$ cat config.mk
export PLATFORM = sky130hd
export DESIGN_NAME = uart_rx_sequencer
export DESIGN_NICKNAME = d
export VERILOG_FILES = /design/src/rtl/uart_rx_sequencer.sv
export SDC_FILE = /design/constraint.sdc
export NUM_CORES = 1
export LEC_CHECK = 0
export BUFFER_PORTS_ARGS = -buffer_cell sky130_fd_sc_hd__buf_4
export CORE_ASPECT_RATIO = 1.4
export CORE_MARGIN = 2
export CORE_UTILIZATION = 30
export CTS_CLUSTER_DIAMETER = 40
export DETAILED_ROUTE_END_ITERATION = 8
export PLACE_DENSITY = 0.57
export SYNTH_ARGS = -nofsm -noshare
export SYNTH_HDL_FRONTEND = slang
export SYNTH_SLANG_ARGS = --single-unit
$ cat constraint.sdc
create_clock -name clk -period 2.8 [get_ports clk]
set_input_delay 0.14 -clock clk [delete_from_list [all_inputs] [get_ports clk]]
set_output_delay 0.14 -clock clk [all_outputs]
set_load 0.02 [all_outputs]
$ cat src/rtl/uart_rx_sequencer.sv
// Sequencer for the oversampling UART receiver: gates ENABLE, captures finished words
// into a show-ahead FIFO, clears the receiver after each frame and aborts stuck frames.
module uart_rx_sequencer #(
  parameter int FIFO_DEPTH  = 4,
  parameter int TIMEOUT_CYC = 80,
  parameter int CNT_W       = 8
) (
  input  logic                          clk,
  input  logic                          res,
  input  logic                          run,
  input  logic                          rx_line,
  input  logic                          rx_done,
  input  logic [7:0]                    rx_word,
  output logic                          rx_enable,
  output logic                          rx_cls_word,
  output logic                          rx_done_clr,
  input  logic                          rd_en,
  output logic [7:0]                    rd_data,
  output logic                          fifo_empty,
  output logic                          fifo_full,
  output logic [$clog2(FIFO_DEPTH):0]   fifo_count,
  output logic                          overflow,
  output logic                          timeout,
  input  logic                          flag_clr
);

  localparam int               AW    = $clog2(FIFO_DEPTH);
  localparam logic [CNT_W-1:0] T_MAX = CNT_W'(TIMEOUT_CYC);
  localparam logic [AW:0]      DEPTH = (AW+1)'(FIFO_DEPTH);
  localparam logic [AW:0]      ONE   = (AW+1)'(1);

  typedef enum logic [1:0] {IDLE, ARM, CAPTURE, CLEAR} state_t;

  state_t           state, state_nxt;
  logic [CNT_W-1:0] timer;
  logic             timer_idle, time_up, to_set;
  logic             push, pop, wr_ok, drop;
  logic [AW-1:0]    wr_ptr, rd_ptr, rd_ptr_nxt;
  logic [7:0]       mem [FIFO_DEPTH];

  function automatic logic [CNT_W-1:0] sat_inc(input logic [CNT_W-1:0] v);
    return (v >= T_MAX) ? T_MAX : v + 1'b1;
  endfunction

  // A zero timer means no start bit has been seen yet in this ARM window.
  assign timer_idle = (timer == '0);
  assign time_up    = (timer == T_MAX);

  always_ff @(posedge clk or negedge res) begin
    if (!res) state <= IDLE;
    else      state <= state_nxt;
  end

  always_comb begin
    state_nxt   = state;
    rx_enable   = 1'b0;
    rx_cls_word = 1'b0;
    rx_done_clr = 1'b0;
    to_set      = 1'b0;
    case (state)
      IDLE: if (run) state_nxt = ARM;
      ARM: begin
        rx_enable = 1'b1;
        if (rx_done) state_nxt = CAPTURE;
        else if (time_up) begin
          state_nxt = CLEAR;
          to_set    = 1'b1;
        end else if (!run && timer_idle) state_nxt = IDLE;
      end
      CAPTURE: begin
        rx_enable   = 1'b1;
        rx_done_clr = 1'b1;
        state_nxt   = CLEAR;
      end
      CLEAR: begin
        rx_cls_word = 1'b1;
        state_nxt   = run ? ARM : IDLE;
      end
      default: state_nxt = IDLE;
    endcase
  end

  always_ff @(posedge clk or negedge res) begin
    if (!res)                                           timer <= '0;
    else if (state != ARM)                              timer <= '0;
    else if (!timer_idle || !rx_line)                   timer <= sat_inc(timer);
  end

  // A push into a full FIFO only lands when a pop frees the head slot in the same cycle.
  assign push       = (state == CAPTURE);
  assign pop        = rd_en && !fifo_empty;
  assign wr_ok      = push && (!fifo_full || pop);
  assign drop       = push && fifo_full && !pop;
  assign rd_ptr_nxt = rd_ptr + 1'b1;
  assign fifo_empty = (fifo_count == '0);
  assign fifo_full  = (fifo_count == DEPTH);

  always_ff @(posedge clk) begin
    if (wr_ok) mem[wr_ptr] <= rx_word;
  end

  always_ff @(posedge clk or negedge res) begin
    if (!res) begin
      wr_ptr     <= '0;
      rd_ptr     <= '0;
      fifo_count <= '0;
      rd_data    <= '0;
    end else begin
      if (wr_ok) wr_ptr <= wr_ptr + 1'b1;
      if (pop)   rd_ptr <= rd_ptr_nxt;
      case ({wr_ok, pop})
        2'b10:   fifo_count <= fifo_count + ONE;
        2'b01:   fifo_count <= fifo_count - ONE;
        default: fifo_count <= fifo_count;
      endcase
      if (pop) begin
        if (fifo_count > ONE) rd_data <= mem[rd_ptr_nxt];
        else if (wr_ok)       rd_data <= rx_word;
      end else if (wr_ok && fifo_empty) begin
        rd_data <= rx_word;
      end
    end
  end

  // Setting a sticky flag wins over clearing it in the same cycle.
  always_ff @(posedge clk or negedge res) begin
    if (!res) begin
      overflow <= 1'b0;
      timeout  <= 1'b0;
    end else begin
      if (drop)          overflow <= 1'b1;
      else if (flag_clr) overflow <= 1'b0;
      if (to_set)        timeout  <= 1'b1;
      else if (flag_clr) timeout  <= 1'b0;
    end
  end

endmodule

---- After elaboration in Yosys (flattened, before gate mapping) ----
Memories as Yosys holds them, arrays and structs flattened.
Index checks and enable logic that the tools add are counted.
storage, ports and cells
  output and inout bits ................... 18
  bits of input ports ..................... 15
  memory bits (writable) .................. 32
  register bits ........................... 27
  memories ................................ 1
  logic and storage cells ................. 77
operators by class
  equality and inequality tests ........... 11
  order comparisons ....................... 2
  mux-type cells .......................... 25
  add/sub/neg operators ................... 5
  reduce and logical (&&, ||, !) cells .... 25
memories
  name  depth  bits a word  read ports  clocked after memory_dff  wr ports  line  RTL
  mem   4      8            1           0                         1         39    logic [7:0] mem [FIFO_DEPTH];
operators by type and width
  kind                                                               number
  2-to-1 mux 8 bit                                                   7
  2-to-1 mux 1 bit                                                   12
  nonzero test 2 bit                                                 5
  adder 8 x 1 -> 8 bit, second input constant                        1
  == test 8 x 7 -> 1 bit, second input constant                      1
  greater-or-equal comparator 8 x 7 -> 1 bit, second input constant  1
  zero test 8 bit                                                    1
  2-to-1 mux 2 bit                                                   4
  one-hot mux 2 bit (4 select lines)                                 1
  == test 2 bit, second input constant                               3
  logical AND 1 bit                                                  6
  zero test 1 bit                                                    6
  one-hot mux 3 bit (2 select lines)                                 1
  adder 2 x 1 -> 2 bit, second input constant                        2
  == test 2 x 1 -> 1 bit, second input constant                      2
  inequality test 4 bit, second input constant                       1
  AND reduction 2 bit                                                2
  adder 3 x 1 -> 3 bit, second input constant                        1
  == test 3 bit, second input constant                               1
  greater-than comparator 3 x 1 -> 1 bit, second input constant      1
  zero test 3 bit                                                    1
  inequality test 3 x 1 -> 1 bit, second input constant              1
  subtractor 3 x 1 -> 3 bit, second input constant                   1
  zero test 2 bit                                                    1
  4 further kinds                                                    5

---- Depth between registers and ports, before layout ----
  word-level depth ........................ 8
  mapped depth ............................ 10
  mapped depth without buffers ............ 10

---- Least setup slack after synthesis ----
No wires, ideal clock.
  path type ............................... reg-to-reg
  start point ............................. register fifo_count[0]
  end point ............................... register rd_data[0]
  data required time ...................... 2675 ps
  setup slack ............................. 548 ps
  library setup time ...................... 125 ps
  period minus slack after synthesis ...... 2252 ps
  buffers on the path ..................... 0
  arrival time ............................ 2127 ps
  stages on the path, launching flop included .. 10
  path through ............................ dfrtp_1 -> inv_1 -> ha_1 -> nand2_1 -> nor2_1 -> nor2b_1 -> inv_2 -> ha_1 -> a21oi_4 -> mux2_4
on the way
  longest elaborated chain between the ends .. 8
  elaborated cells on any way between the ends .. 14
  those cells by class .................... order compare (1); eq/ne (2); mux (2); reduce/logical (9)
ends and longest elaborated chain
  element                               line  RTL
  start, declared                       21    output logic [$clog2(FIFO_DEPTH):0] fifo_count,
  start signal, assigned                112   2'b10: fifo_count <= fifo_count + ONE;
  start signal, assigned                113   2'b01: fifo_count <= fifo_count - ONE;
  start signal, assigned                114   default: fifo_count <= fifo_count;
  zero test 3 bit                       95    assign fifo_empty = (fifo_count == '0);
  zero test 1 bit                       91    assign pop = rd_en && !fifo_empty;
  logical AND 1 bit                     91
  logical OR 1 bit                      92    assign wr_ok = push && (!fifo_full || pop);
  logical AND 1 bit                     92
  logical AND 1 bit                     119   end else if (wr_ok && fifo_empty) begin
  nonzero test 2 bit (no source line)   --
  AND reduction 2 bit (no source line)  --
  end signal, assigned                  117   if (fifo_count > ONE) rd_data <= mem[rd_ptr_nxt];
  end signal, assigned                  118   else if (wr_ok) rd_data <= rx_word;
  end signal, assigned                  120   rd_data <= rx_word;
  end, declared                         18    output logic [7:0] rd_data,
Several ways; a longest one is shown, not always the timed one.
A chain may end at the register's enable or synchronous reset.

---- Worst setup path in the final report ----
  start point ............................. register fifo_count[0]
  end point ............................... register rd_data[7]
The elaborated chain is that of the path after synthesis.

==> metrics.md <==
| Metric | Value |
|---|---|
| Cell with the biggest individual delay on the critical path | `sky130_fd_sc_hd__dfrtp_1` |
| Minimum clock period | `2380 ps` |
| Row count | `41` |
| Pins over their slew limit | `0` |
| Cell with the most instances on the worst path | `sky130_fd_sc_hd__ha_1` |
| Synth cell types | `44` |
| First-pass GRT wire length | `around 9 mm` |
| CTS Buffer Depth | `2` |
| Placeable Area | `around 9000 sq um` |
| Most used cells in the layout excluding fill and tap cells | `sky130_fd_sc_hd__buf_4, sky130_fd_sc_hd__edfxtp_1, sky130_fd_sc_hd__dfrtp_1` |
| Final antenna diode count | `0` |
| Synth Instances | `roughly 190` |
| Number of max-cap violations | `0` |
| Post-Layout Inst Area | `between 3000 and 4000 sq um` |
| Prevailing post-synth register cell | `sky130_fd_sc_hd__edfxtp_1` |
| Count of state elements after synthesis | `a little under 60` |
| Number of iterations in the first detailed-routing pass | `4` |
| Clk sinks | `around 60` |
| Area fraction of the dominant cell type after synthesis | `34.1%` |
| Compound-cell area share of the yosys netlist | `5.76%` |
| Worst Setup Start Kind | `flop` |
| CP peak stage delay | `450 ps` |
| Xor/xnor cell area share of the yosys netlist | `2.48%` |
| Critical Path RT | `2990 ps` |
| Post-Syn Nets | `223` |
| Endpoints failing hold | `0` |
| CP Capture Type | `flop` |
| Final std cells w/o fill | `343` |
| Post-synthesis share of cell area spent on full adders, half adders and majority gates | `around 7.5%` |
| Status | `finished, final reports clean` |
| Die boundary height | `between 100 and 150 microns` |
| Final WS setup | `approximately 420 ps` |
| Number of H-tree levels | `3` |
| Die Outline Area | `10200 sq um` |
| Iter 0 DRT Violations | `70` |
| Area delta synth->final | `22.0%` |
| Sequential share of the synthesized area | `58.0%` |
| Wire length after detailed routing | `about 5.4 mm` |
| Clock Pin Slew Worst Setup and Hold Paths | `50 ps` |
| Clock latency reported for the late side of the worst-skew pair | `310 ps` |
| Pwr Density | `1070 nW/um^2` |
| Netlist Area Pre-Place | `2820 sq um` |
| # port buffers | `32` |
| Fraction of layout cells with a size suffix above 1 | `30.9%` |
| Final setup skew | `2.86 ps` |
| Main area contributors after synthesis | `sky130_fd_sc_hd__edfxtp_1, sky130_fd_sc_hd__dfrtp_1, sky130_fd_sc_hd__ha_1` |
| Kind of path behind the tightest hold check | `input pin to flop` |
| Transition time of the tightest slew-check pin | `606 ps` |
| Family of cells with the greatest summed delay on the critical path | `adder cells` |
| Post-synthesis cell type with the largest combined area | `sky130_fd_sc_hd__edfxtp_1` |
| Combinational family with the most area after synthesis | `multiplexers` |
| Initial antenna violation count | `0` |
| Worst Setup Path Type | `flop to flop` |
| Number of filler cells placed in the layout | `852` |
| Number of routed nets with antenna violations | `0` |
| Signal arrival time at the worst endpoint | `2570 ps` |
| Timing-limited maximum frequency | `421 MHz` |
| Worst hold slack | `35.7 ps` |
| Min-Delay Path Depth | `1` |
| X dimension of the die | `86.0 microns` |
| All-Layer GR Usage | `11.7%` |
| EDFF count, synth | `32` |
| Cell depth of the worst setup path | `9` |
| Mux share of post-synthesis cell area | `15.3%` |
| Total I/O pin count | `33` |
| Dpl cells | `327` |
| Detail-routed via count per cell | `approximately 4.7` |
| Static leakage | `around 1.4 nW` |
| Depth of the worst register-to-register path | `9` |
| Post-synthesis area per instance | `14.8 sq um` |
| Critical path fanouts, max | `8` |
| Initial Utilization | `31.1%` |
| Via count | `1629` |
| Remaining routing DRC violations | `0` |
| Yosys warnings | `0` |
| DR WL/cell | `between 15 and 20 microns` |
| Dpl ws | `about 430 ps` |
| Layout net count | `264` |
| Maximum number of pins on one net before global-route repair | `28` |
| Power Total | `3.69 mW` |
| Post-DP Area | `between 3000 and 4000 sq um` |
| Share of async-settable or async-resettable flops after synthesis | `45.8%` |
| WP buf/inv | `2` |
| Clock buffers created by TritonCTS | `9` |
| Number of setup violations in the final report | `0` |
| Cell Chain, Critical Path | `inv_1 > ha_1 > nand2_1 > nor2_1 > nor2b_1 > inv_2 > ha_1 > a21oi_4 > mux2_4` |
| Setup_tns | `0 ps` |
| Total gr overflow | `0` |
| Gates resized, CTS repair | `0` |
| RSZ-0062 raised after global routing | `false` |
| Ratio of final minimum period to clock period | `between 80% and 90%` |
| Relative slew slack | `59.6%` |
| Clock Tree Root | `sky130_fd_sc_hd__clkbuf_16` |
| VDD IR max | `0.434 mV` |
| Routability Congestion | `0.803` |
| TritonCTS clock tree | `done` |
| Post-Synth Simple-Gate Area | `between 7 and 8%` |
| Number of global-route vias before repair | `between 1500 and 2000` |
| Fin util | `37.9%` |
| Hpwl dp | `around 3.8 mm` |
-- worst register-to-register path: stages (launching register included) --
cell and delay, ps:
sky130_fd_sc_hd__dfrtp_1 450, sky130_fd_sc_hd__inv_1 100, sky130_fd_sc_hd__ha_1 230, sky130_fd_sc_hd__nand2_1 90
sky130_fd_sc_hd__nor2_1 60, sky130_fd_sc_hd__nor2b_1 240, sky130_fd_sc_hd__inv_2 100, sky130_fd_sc_hd__ha_1 250
sky130_fd_sc_hd__a21oi_4 390, sky130_fd_sc_hd__mux2_4 340
-- registers in the layout (all words and copies together), names as in the netlist, named ones only --
signal      cells
fifo_count      3
mem            32
overflow        1
rd_data         8
rd_ptr          2
state           1
timeout         1
timer           8
wr_ptr          2
-- cell families after synthesis --
kind of cell,Yosys count
multiplexers,28
AO/OA/AOI/OAI,21
buffers and inverters,18
XOR/XNOR,8
flip-flops,59
AND/OR/NAND/NOR,39
other,1
adder cells (fa/ha/maj),17
-- repair_timing --
action                                 CTS  global route
hold buffers                             1             0
endpoints found under the hold margin   27             0
setup buffers                            0             0
-- cells in the mapped netlist, drive strengths merged, types with 3 or more instances --
master,count
mux4,8
dfrtp,27
mux2,18
nor2,7
a21oi,5
edfxtp,32
xor2,3
inv,15
buf,3
xnor2,5
and2,5
nand2b,4
ha,17
nand2,6
nand3,4
nor3,3
o21ai,3
-- layer usage --
layer	GRT usage [%]	vias up	wire, microns
met5	0	-	0
met1	13.9	808	2230
met4	3.87	0	59
met3	2.65	6	189
met2	20.4	36	2950
li1	-	779	-
-- final timing paths --
kind                                from          to  slack (ps)
max                        fifo_count[0]  rd_data[7]         420
min                           rx_word[2]   mem[3][2]          40
max reg2reg                fifo_count[0]  rd_data[7]         420
min reg2reg                      timeout     timeout         490
max in group asynchronous            res  rd_data[7]        2220
min in group asynchronous            res   async pin         290
-- area by class of cell --
type	instances	area (sq um)	share of cell area (%)
sequential	59	1640	47.6
multi-input combinational	114	1100	32.0
clock buffer	13	250	7.27
timing repair buffer	33	250	7.27
tap	107	134	3.89
inverter	15	56.3	1.64
clock inverter	2	12.5	0.364
-- power breakdown --
part | switching (mW) | internal [mW]
Sequential | 0.229 | 1.12
Combinational | 0.673 | 0.715
Clock | 0.340 | 0.615
Total | 1.24 | 2.45
(Power assumes the default switching activity.)
